--- src/rtl/vend_fsm_param_if.sv ---
// Coin/select/refund handshake and status bundle for vend_fsm_param.
// The master side (user panel) drives the requests; the controller is the slave.
interface vend_fsm_param_if #(
   parameter int CREDIT_W = 4,
   parameter int SEL_W    = 2
);
   logic                coin_valid;
   logic [CREDIT_W-1:0] coin_val;
   logic                sel_valid;
   logic [SEL_W-1:0]    sel;
   logic                cancel;
   logic                dispense;
   logic [SEL_W-1:0]    product;
   logic [CREDIT_W-1:0] credit;
   logic                deny;
   logic                coin_reject;
   logic                change_pulse;
   logic                busy;

   modport master (
      output coin_valid, coin_val, sel_valid, sel, cancel,
      input  dispense, product, credit, deny, coin_reject, change_pulse, busy
   );

   modport slave (
      input  coin_valid, coin_val, sel_valid, sel, cancel,
      output dispense, product, credit, deny, coin_reject, change_pulse, busy
   );
endinterface

--- src/rtl/vend_fsm_param.sv ---
// Parametrised vending controller: credit register, N priced products, unit change.
// Define VEND_CHANGE_EN to pay back the post-vend remainder through CHANGE.
module vend_fsm_param #(
   parameter int                         CREDIT_W = 4,
   parameter int                         N_PROD   = 4,
   parameter logic [N_PROD*CREDIT_W-1:0] PRICES   = {4'd7, 4'd5, 4'd3, 4'd2},
   parameter int                         SEL_W    = $clog2(N_PROD)
) (
   input logic            clk,
   input logic            rst,
   vend_fsm_param_if.slave bus
);

   typedef enum logic [1:0] {IDLE, VEND, CHANGE} state_t;

   state_t              state;
   logic [CREDIT_W-1:0] credit_q;
   logic [SEL_W-1:0]    product_q;
   logic                dispense_q;
   logic                deny_q;
   logic                coin_reject_q;
   logic                change_pulse_q;
   logic                busy_q;

   logic [CREDIT_W-1:0] price;
   logic                sel_ok;
   logic [CREDIT_W:0]   coin_sum;
   logic                coin_nz;

   always_comb begin
      // NOTE: every variable gets a default before the loop so no path can infer a latch.
      price  = '0;
      sel_ok = 1'b0;
      for (int i = 0; i < N_PROD; i++) begin
         if (bus.sel == SEL_W'(i)) begin
            price  = PRICES[i*CREDIT_W +: CREDIT_W];
            sel_ok = 1'b1;
         end
      end
   end

   // The extra top bit of the sum is the overflow flag.
   assign coin_sum = {1'b0, credit_q} + {1'b0, bus.coin_val};
   assign coin_nz  = bus.coin_valid && (bus.coin_val != '0);

   always_ff @(posedge clk) begin
      if (rst) begin
         state          <= IDLE;
         credit_q       <= '0;
         product_q      <= '0;
         dispense_q     <= 1'b0;
         deny_q         <= 1'b0;
         coin_reject_q  <= 1'b0;
         change_pulse_q <= 1'b0;
         busy_q         <= 1'b0;
      end else begin
         // NOTE: non-blocking assignments throughout, so every branch sees pre-edge state.
         dispense_q     <= 1'b0;
         deny_q         <= 1'b0;
         coin_reject_q  <= 1'b0;
         change_pulse_q <= 1'b0;
         case (state)
            IDLE: begin
               if (bus.cancel) begin
                  if (credit_q != '0) begin
                     state          <= CHANGE;
                     busy_q         <= 1'b1;
                     change_pulse_q <= 1'b1;
                     credit_q       <= credit_q - 1'b1;
                  end
                  coin_reject_q <= coin_nz;
               end else if (bus.sel_valid) begin
                  if (sel_ok && (credit_q >= price)) begin
                     state      <= VEND;
                     busy_q     <= 1'b1;
                     dispense_q <= 1'b1;
                     credit_q   <= credit_q - price;
                     product_q  <= bus.sel;
                  end else begin
                     deny_q <= 1'b1;
                  end
                  coin_reject_q <= coin_nz;
               end else if (coin_nz) begin
                  if (!coin_sum[CREDIT_W]) credit_q <= coin_sum[CREDIT_W-1:0];
                  else                     coin_reject_q <= 1'b1;
               end
            end
            VEND: begin
               coin_reject_q <= coin_nz;
`ifdef VEND_CHANGE_EN
               if (credit_q != '0) begin
                  state          <= CHANGE;
                  change_pulse_q <= 1'b1;
                  credit_q       <= credit_q - 1'b1;
               end else begin
                  state  <= IDLE;
                  busy_q <= 1'b0;
               end
`else
               state  <= IDLE;
               busy_q <= 1'b0;
`endif
            end
            CHANGE: begin
               coin_reject_q <= coin_nz;
               // The last pulse is the one that leaves credit at zero; leave a cycle later.
               if (credit_q != '0) begin
                  change_pulse_q <= 1'b1;
                  credit_q       <= credit_q - 1'b1;
               end else begin
                  state  <= IDLE;
                  busy_q <= 1'b0;
               end
            end
            default: begin
               state  <= IDLE;
               busy_q <= 1'b0;
            end
         endcase
      end
   end

   assign bus.dispense     = dispense_q;
   assign bus.product      = product_q;
   assign bus.credit       = credit_q;
   assign bus.deny         = deny_q;
   assign bus.coin_reject  = coin_reject_q;
   assign bus.change_pulse = change_pulse_q;
   assign bus.busy         = busy_q;

endmodule

--- src/flat_wrapper.sv ---
// flat-port wrapper written by rule: the top's interface ports become plain ports
module vend_fsm_param_flat 
#(
   parameter int                         CREDIT_W = 4,
   parameter int                         N_PROD   = 4,
   parameter logic [N_PROD*CREDIT_W-1:0] PRICES   = {4'd7, 4'd5, 4'd3, 4'd2},
   parameter int                         SEL_W    = $clog2(N_PROD)
)
  (clk, rst, bus_coin_valid, bus_coin_val, bus_sel_valid, bus_sel, bus_cancel, bus_dispense, bus_product, bus_credit, bus_deny, bus_coin_reject, bus_change_pulse, bus_busy);
  vend_fsm_param_if #(.CREDIT_W(CREDIT_W), .SEL_W(SEL_W)) bus_i ();
  input logic clk;
  input logic rst;
  input wire logic [$bits(bus_i.coin_valid)-1:0] bus_coin_valid;
  input wire logic [$bits(bus_i.coin_val)-1:0] bus_coin_val;
  input wire logic [$bits(bus_i.sel_valid)-1:0] bus_sel_valid;
  input wire logic [$bits(bus_i.sel)-1:0] bus_sel;
  input wire logic [$bits(bus_i.cancel)-1:0] bus_cancel;
  output wire logic [$bits(bus_i.dispense)-1:0] bus_dispense;
  output wire logic [$bits(bus_i.product)-1:0] bus_product;
  output wire logic [$bits(bus_i.credit)-1:0] bus_credit;
  output wire logic [$bits(bus_i.deny)-1:0] bus_deny;
  output wire logic [$bits(bus_i.coin_reject)-1:0] bus_coin_reject;
  output wire logic [$bits(bus_i.change_pulse)-1:0] bus_change_pulse;
  output wire logic [$bits(bus_i.busy)-1:0] bus_busy;
  assign bus_i.coin_valid = bus_coin_valid;
  assign bus_i.coin_val = bus_coin_val;
  assign bus_i.sel_valid = bus_sel_valid;
  assign bus_i.sel = bus_sel;
  assign bus_i.cancel = bus_cancel;
  assign bus_dispense = bus_i.dispense;
  assign bus_product = bus_i.product;
  assign bus_credit = bus_i.credit;
  assign bus_deny = bus_i.deny;
  assign bus_coin_reject = bus_i.coin_reject;
  assign bus_change_pulse = bus_i.change_pulse;
  assign bus_busy = bus_i.busy;
  vend_fsm_param #(.CREDIT_W(CREDIT_W), .N_PROD(N_PROD), .PRICES(PRICES), .SEL_W(SEL_W)) u_core (.clk(clk), .rst(rst), .bus(bus_i));
endmodule
--- config.mk ---
export PLATFORM = sky130hd
export DESIGN_NAME = vend_fsm_param_flat
export DESIGN_NICKNAME = d
export VERILOG_FILES = /design/src/rtl/vend_fsm_param_if.sv /design/src/rtl/vend_fsm_param.sv /design/src/flat_wrapper.sv
export SDC_FILE = /design/constraint.sdc
export NUM_CORES = 1
export LEC_CHECK = 0
export CAP_MARGIN = 15
export CORE_ASPECT_RATIO = 0.7
export CORE_MARGIN = 4
export CORE_UTILIZATION = 45
export CTS_CLUSTER_DIAMETER = 120
export DETAILED_ROUTE_END_ITERATION = 6
export PLACE_DENSITY_LB_ADDON = 0.12
export SETUP_SLACK_MARGIN = 0.3
export SYNTH_ARGS = -nofsm -noshare
export SYNTH_HDL_FRONTEND = slang
export SYNTH_SLANG_ARGS = --single-unit
--- constraint.sdc ---
create_clock -name clk -period 2.25 [get_ports clk]
set_input_delay 0.5625 -clock clk [delete_from_list [all_inputs] [get_ports clk]]
set_output_delay 0.5625 -clock clk [all_outputs]
set_load 0.1 [all_outputs]
==> key figures <==
Synth
  • Syn Nets: roughly 140
  • Synthesized flop and latch total: 13
  • Unique cell type count in the Yosys netlist: 42
  • Mapped Area: 1040 um2
  • Syn avg cell area: approximately 9 um2
  • Top cell type's share of synthesized area: 25.1%
  • Yosys warnings: 0
  • Post-synthesis sequential area ratio: 25.1%
  • Dominant cells by area after synthesis: dfxtp_1, ha_1, a21oi_1, fa_1, mux2i_1
  • Synthesized instance count: 114
  • Synth area leader: dfxtp_1

Placed design
  • DP HPWL: approximately 2000 um
  • Port Buffers: 21
  • RePlAce Congestion: approximately 0.88
  • Post-Place Setup Slack: -0.640 ns

Routing
  • Routed Antenna Nets: 0
  • Via count: 1062
  • Initial DRT Pass Iterations: 4
  • # DRC: 0
  • Drt wl/cell: between 10 and 15 um
  • Initial DRC count: 32
  • WL final: 2950 um
  • Vias per cell: 5.39

Finish
  • Ant. Diodes: 0
  • Area growth syn-to-layout: 55.7%
  • Layout fillers: between 150 and 200
  • Nets: between 150 and 200
  • Share of cells above drive strength 1: a little under half

STA
  • Hold Vio Cnt, Final: 0
  • Final Setup Violations: 0
  • TNS Setup: 0 ns
  • Headroom to the max-slew limit: between 70% and 80%
  • Max-slew violations: 0
  • Fin crit period: around 2.2 ns
  • Setup Skew: roughly 0.00090 ns
  • Setup ws final: around 0.091 ns
  • RSZ-0062 raised after global routing: yes
  • Fmax: between 400 and 500 MHz
  • Worst slew pin tran: 0.422 ns
  • Post-route clock period utilization: about 96%

Worst setup path
  • CP Max Fanout: 3
  • Cell depth of the worst setup path: 12
  • Crit path buf inv count: 4
  • Critical R2R Launch: u_core.bus.credit[0]
  • Reg-to-Reg End: u_core.bus.busy
  • CP startpoint kind: input port
  • Crit-path max cell delay: ~0.38 ns
  • Kind of critical path: in2reg
  • Reg2reg setup slack: 0.11 ns
  • Slowest-stage cell, CP: fa_2
  • CP cell instances: buf_6 > or2_4 > ha_4 > inv_2 > fa_2 > a211oi_4 > nand2_2 > buf_4 > buf_6 > a31oi_4 > nor2_1 > o221a_2
  • Reg2Reg Depth: 11
  • Worst endpoint required time: between 2 and 2.5 ns
  • Top cell by count, worst path: buf_6
  • Critical path's top delay family: compound AO/OA/AOI/OAI gates
  • CP Capture Type: flip-flop
  • CP arrival: ~2.3 ns

Floorplan
  • Core area: approximately 2200 um2
  • Vert. Die Dim: 48.2 um
  • Initial Util: ~48%
  • Num rows: 14
  • Die area: approximately 3100 um2
  • Die Width: between 60 and 70 um
  • Top-Level Pins: 22

Worst hold path
  • Hold endpoint: u_core.bus.product[0]
  • Min-Delay Path Depth: 2
  • Hold wc startpoint: u_core.bus.product[0]
  • Hold Crit Class: reg2reg

CTS
  • CTS H-tree lvls: 1
  • Cts hold-fix bufs: 0
  • CTS root buf: clkbuf_4
  • Worst-Skew Late Latency: ~0.28 ns
  • Clk buf depth: 2
  • CTS Buf Count: 3
  • CTS tree: done
  • Clock Sinks: 13
  • Worst-path clk slew: about 0.08 ns

Power and ir drop
  • Leakage: roughly 0.73 nW
  • Worst ir drop on vdd: 0.796 mV
  • Power per Cell Area: around 1400 nW/um2
  • Pwr Total: about 2.3 mW

Outcome
  • Status: finished clean

Run
  • Max_cap viols: 0

Global routing
  • Initial antenna violation count: 0
  • Largest net degree at the start of global routing: 11
  • GR Util All Layers: between 10% and 20%
  • Vias in the first global route: around 990
  • Grt total ovfl: 0
  • First-pass GRT wire length: 4510 um
## kinds of logic after synthesis
logic type               synth area share [%]
AND/OR/NAND/NOR                          20.3
buffers and inverters                    6.03
flip-flops                               25.1
AO/OA/AOI/OAI                            24.2
XOR/XNOR                                 3.38
adder cells (fa/ha/maj)                  17.1
multiplexers                             3.86
## metrics by stage
stage / utilization [%] / instances / hold WS [ns] / cell area (um2)
finish: 74.4 / 197 / 0.513 / 1620
global route: 74.4 / 197 / 0.518 / 1620
CTS: 71.8 / 195 / 0.523 / 1560
detailed placement: 65.1 / 183 / 0.485 / 1420
global placement: 65.1 / 183 / 0.488 / 1420
floorplan: - / 114 / 0.487 / 1070
## cells in the final DEF (no fill, tap or decap), types with 3 or more instances in the layout
| cell type | synthesis | final |
|---|---|---|
| buf_4 | 0 | 39 |
| dfxtp_1 | 13 | 9 |
| inv_1 | 10 | 8 |
| ha_1 | 11 | 8 |
| nor2_1 | 7 | 7 |
| a21oi_1 | 10 | 7 |
| nand2_1 | 5 | 5 |
| clkdlybuf4s50_1 | 0 | 5 |
| mux2i_1 | 4 | 4 |
| buf_6 | 1 | 4 |
| nand3_1 | 3 | 3 |
| a21oi_2 | 0 | 3 |
| xor2_1 | 3 | 3 |
| ha_4 | 0 | 3 |
| clkbuf_4 | 0 | 3 |
| dfxtp_2 | 0 | 3 |
## state kept, by name (all words and copies together) (netlist names)
signal and flops:
u_core.bus.busy 1, u_core.bus.change_pulse 1, u_core.bus.coin_reject 1, u_core.bus.deny 1, u_core.state 2, u_core.bus.dispense 1
u_core.bus.credit 4, u_core.bus.product 2
## cell usage after synthesis
library cell,n
fa_1,2
o41ai_4,1
o211ai_1,1
and2_1,1
o221ai_4,1
inv_1,10
nand2_2,1
mux2i_1,4
nor2b_1,2
and4_1,1
o31ai_1,1
nand4_1,1
nand3_1,3
a21o_2,1
a21o_1,2
a221o_1,1
a31oi_1,2
a221oi_1,1
or3b_1,1
xnor2_1,1
or2_0,1
or3_1,2
nor2_1,7
buf_2,2
buf_6,1
a211oi_1,1
nand2_1,5
nor3b_2,1
or2_2,2
dfxtp_1,13
a211oi_2,1
nand3b_1,1
o221a_2,2
a21oi_1,10
a211oi_4,1
nor4_1,2
nand4b_1,2
xor2_1,3
o21ai_0,3
clkbuf_1,1
nor3_1,4
ha_1,11
## timing repair
action / CTS / global route
pin swaps: 17 / 12
buffers inserted: 8 / 2
endpoints found under the setup margin: 12 / 10
resized for setup: 31 / 7
## routing by layer
layer / track usage (%) / vias up / wire (um)
met5: 0 / - / 0
met4: 4.13 / 0 / 27
met3: 5.76 / 5 / 217
met2: 29.4 / 42 / 1350
met1: 27.0 / 499 / 1360
li1: - / 516 / -
## report_power, final
part | internal [mW] | leakage (nW) | switching, mW
logic | 0.746 | 0.607 | 1.02
registers | 0.309 | 0.108 | 0.0987
clock network | 0.0688 | 0.0150 | 0.0766
## final cells by class
| class | count | area [um2] | share of cell area [%] |
|---|---|---|---|
| well taps | 32 | 40.0 | 2.48 |
| clock buffers | 4 | 26.3 | 1.63 |
| inverters | 10 | 40.0 | 2.48 |
| multi-input cells | 87 | 818 | 50.7 |
| repair buffers | 51 | 423 | 26.2 |
| flip-flops and latches | 13 | 268 | 16.6 |
## how the worst max path moves through the flow
stage                                 to            startpoint  slack [ns]
floorplan           u_core.bus.credit[3]            bus_sel[1]       0.007
global placement    u_core.bus.credit[1]            bus_sel[1]       -0.57
detailed placement  u_core.bus.credit[3]            bus_sel[1]       -0.64
CTS                 u_core.bus.credit[3]            bus_sel[1]        0.04
global route        u_core.bus.credit[3]  u_core.bus.credit[0]        0.02
finish                   u_core.bus.busy            bus_sel[1]        0.09
## worst register-to-register path: cells and delay by family (launching register included)
family	cells	cell delay, ns
adder cells (fa/ha/maj)	2	0.51
buffers and inverters	4	0.37
AND/OR/NAND/NOR	2	0.17
flip-flops	1	0.37
AO/OA/AOI/OAI	3	0.61
Note: power is estimated with default switching activity, not from simulation.
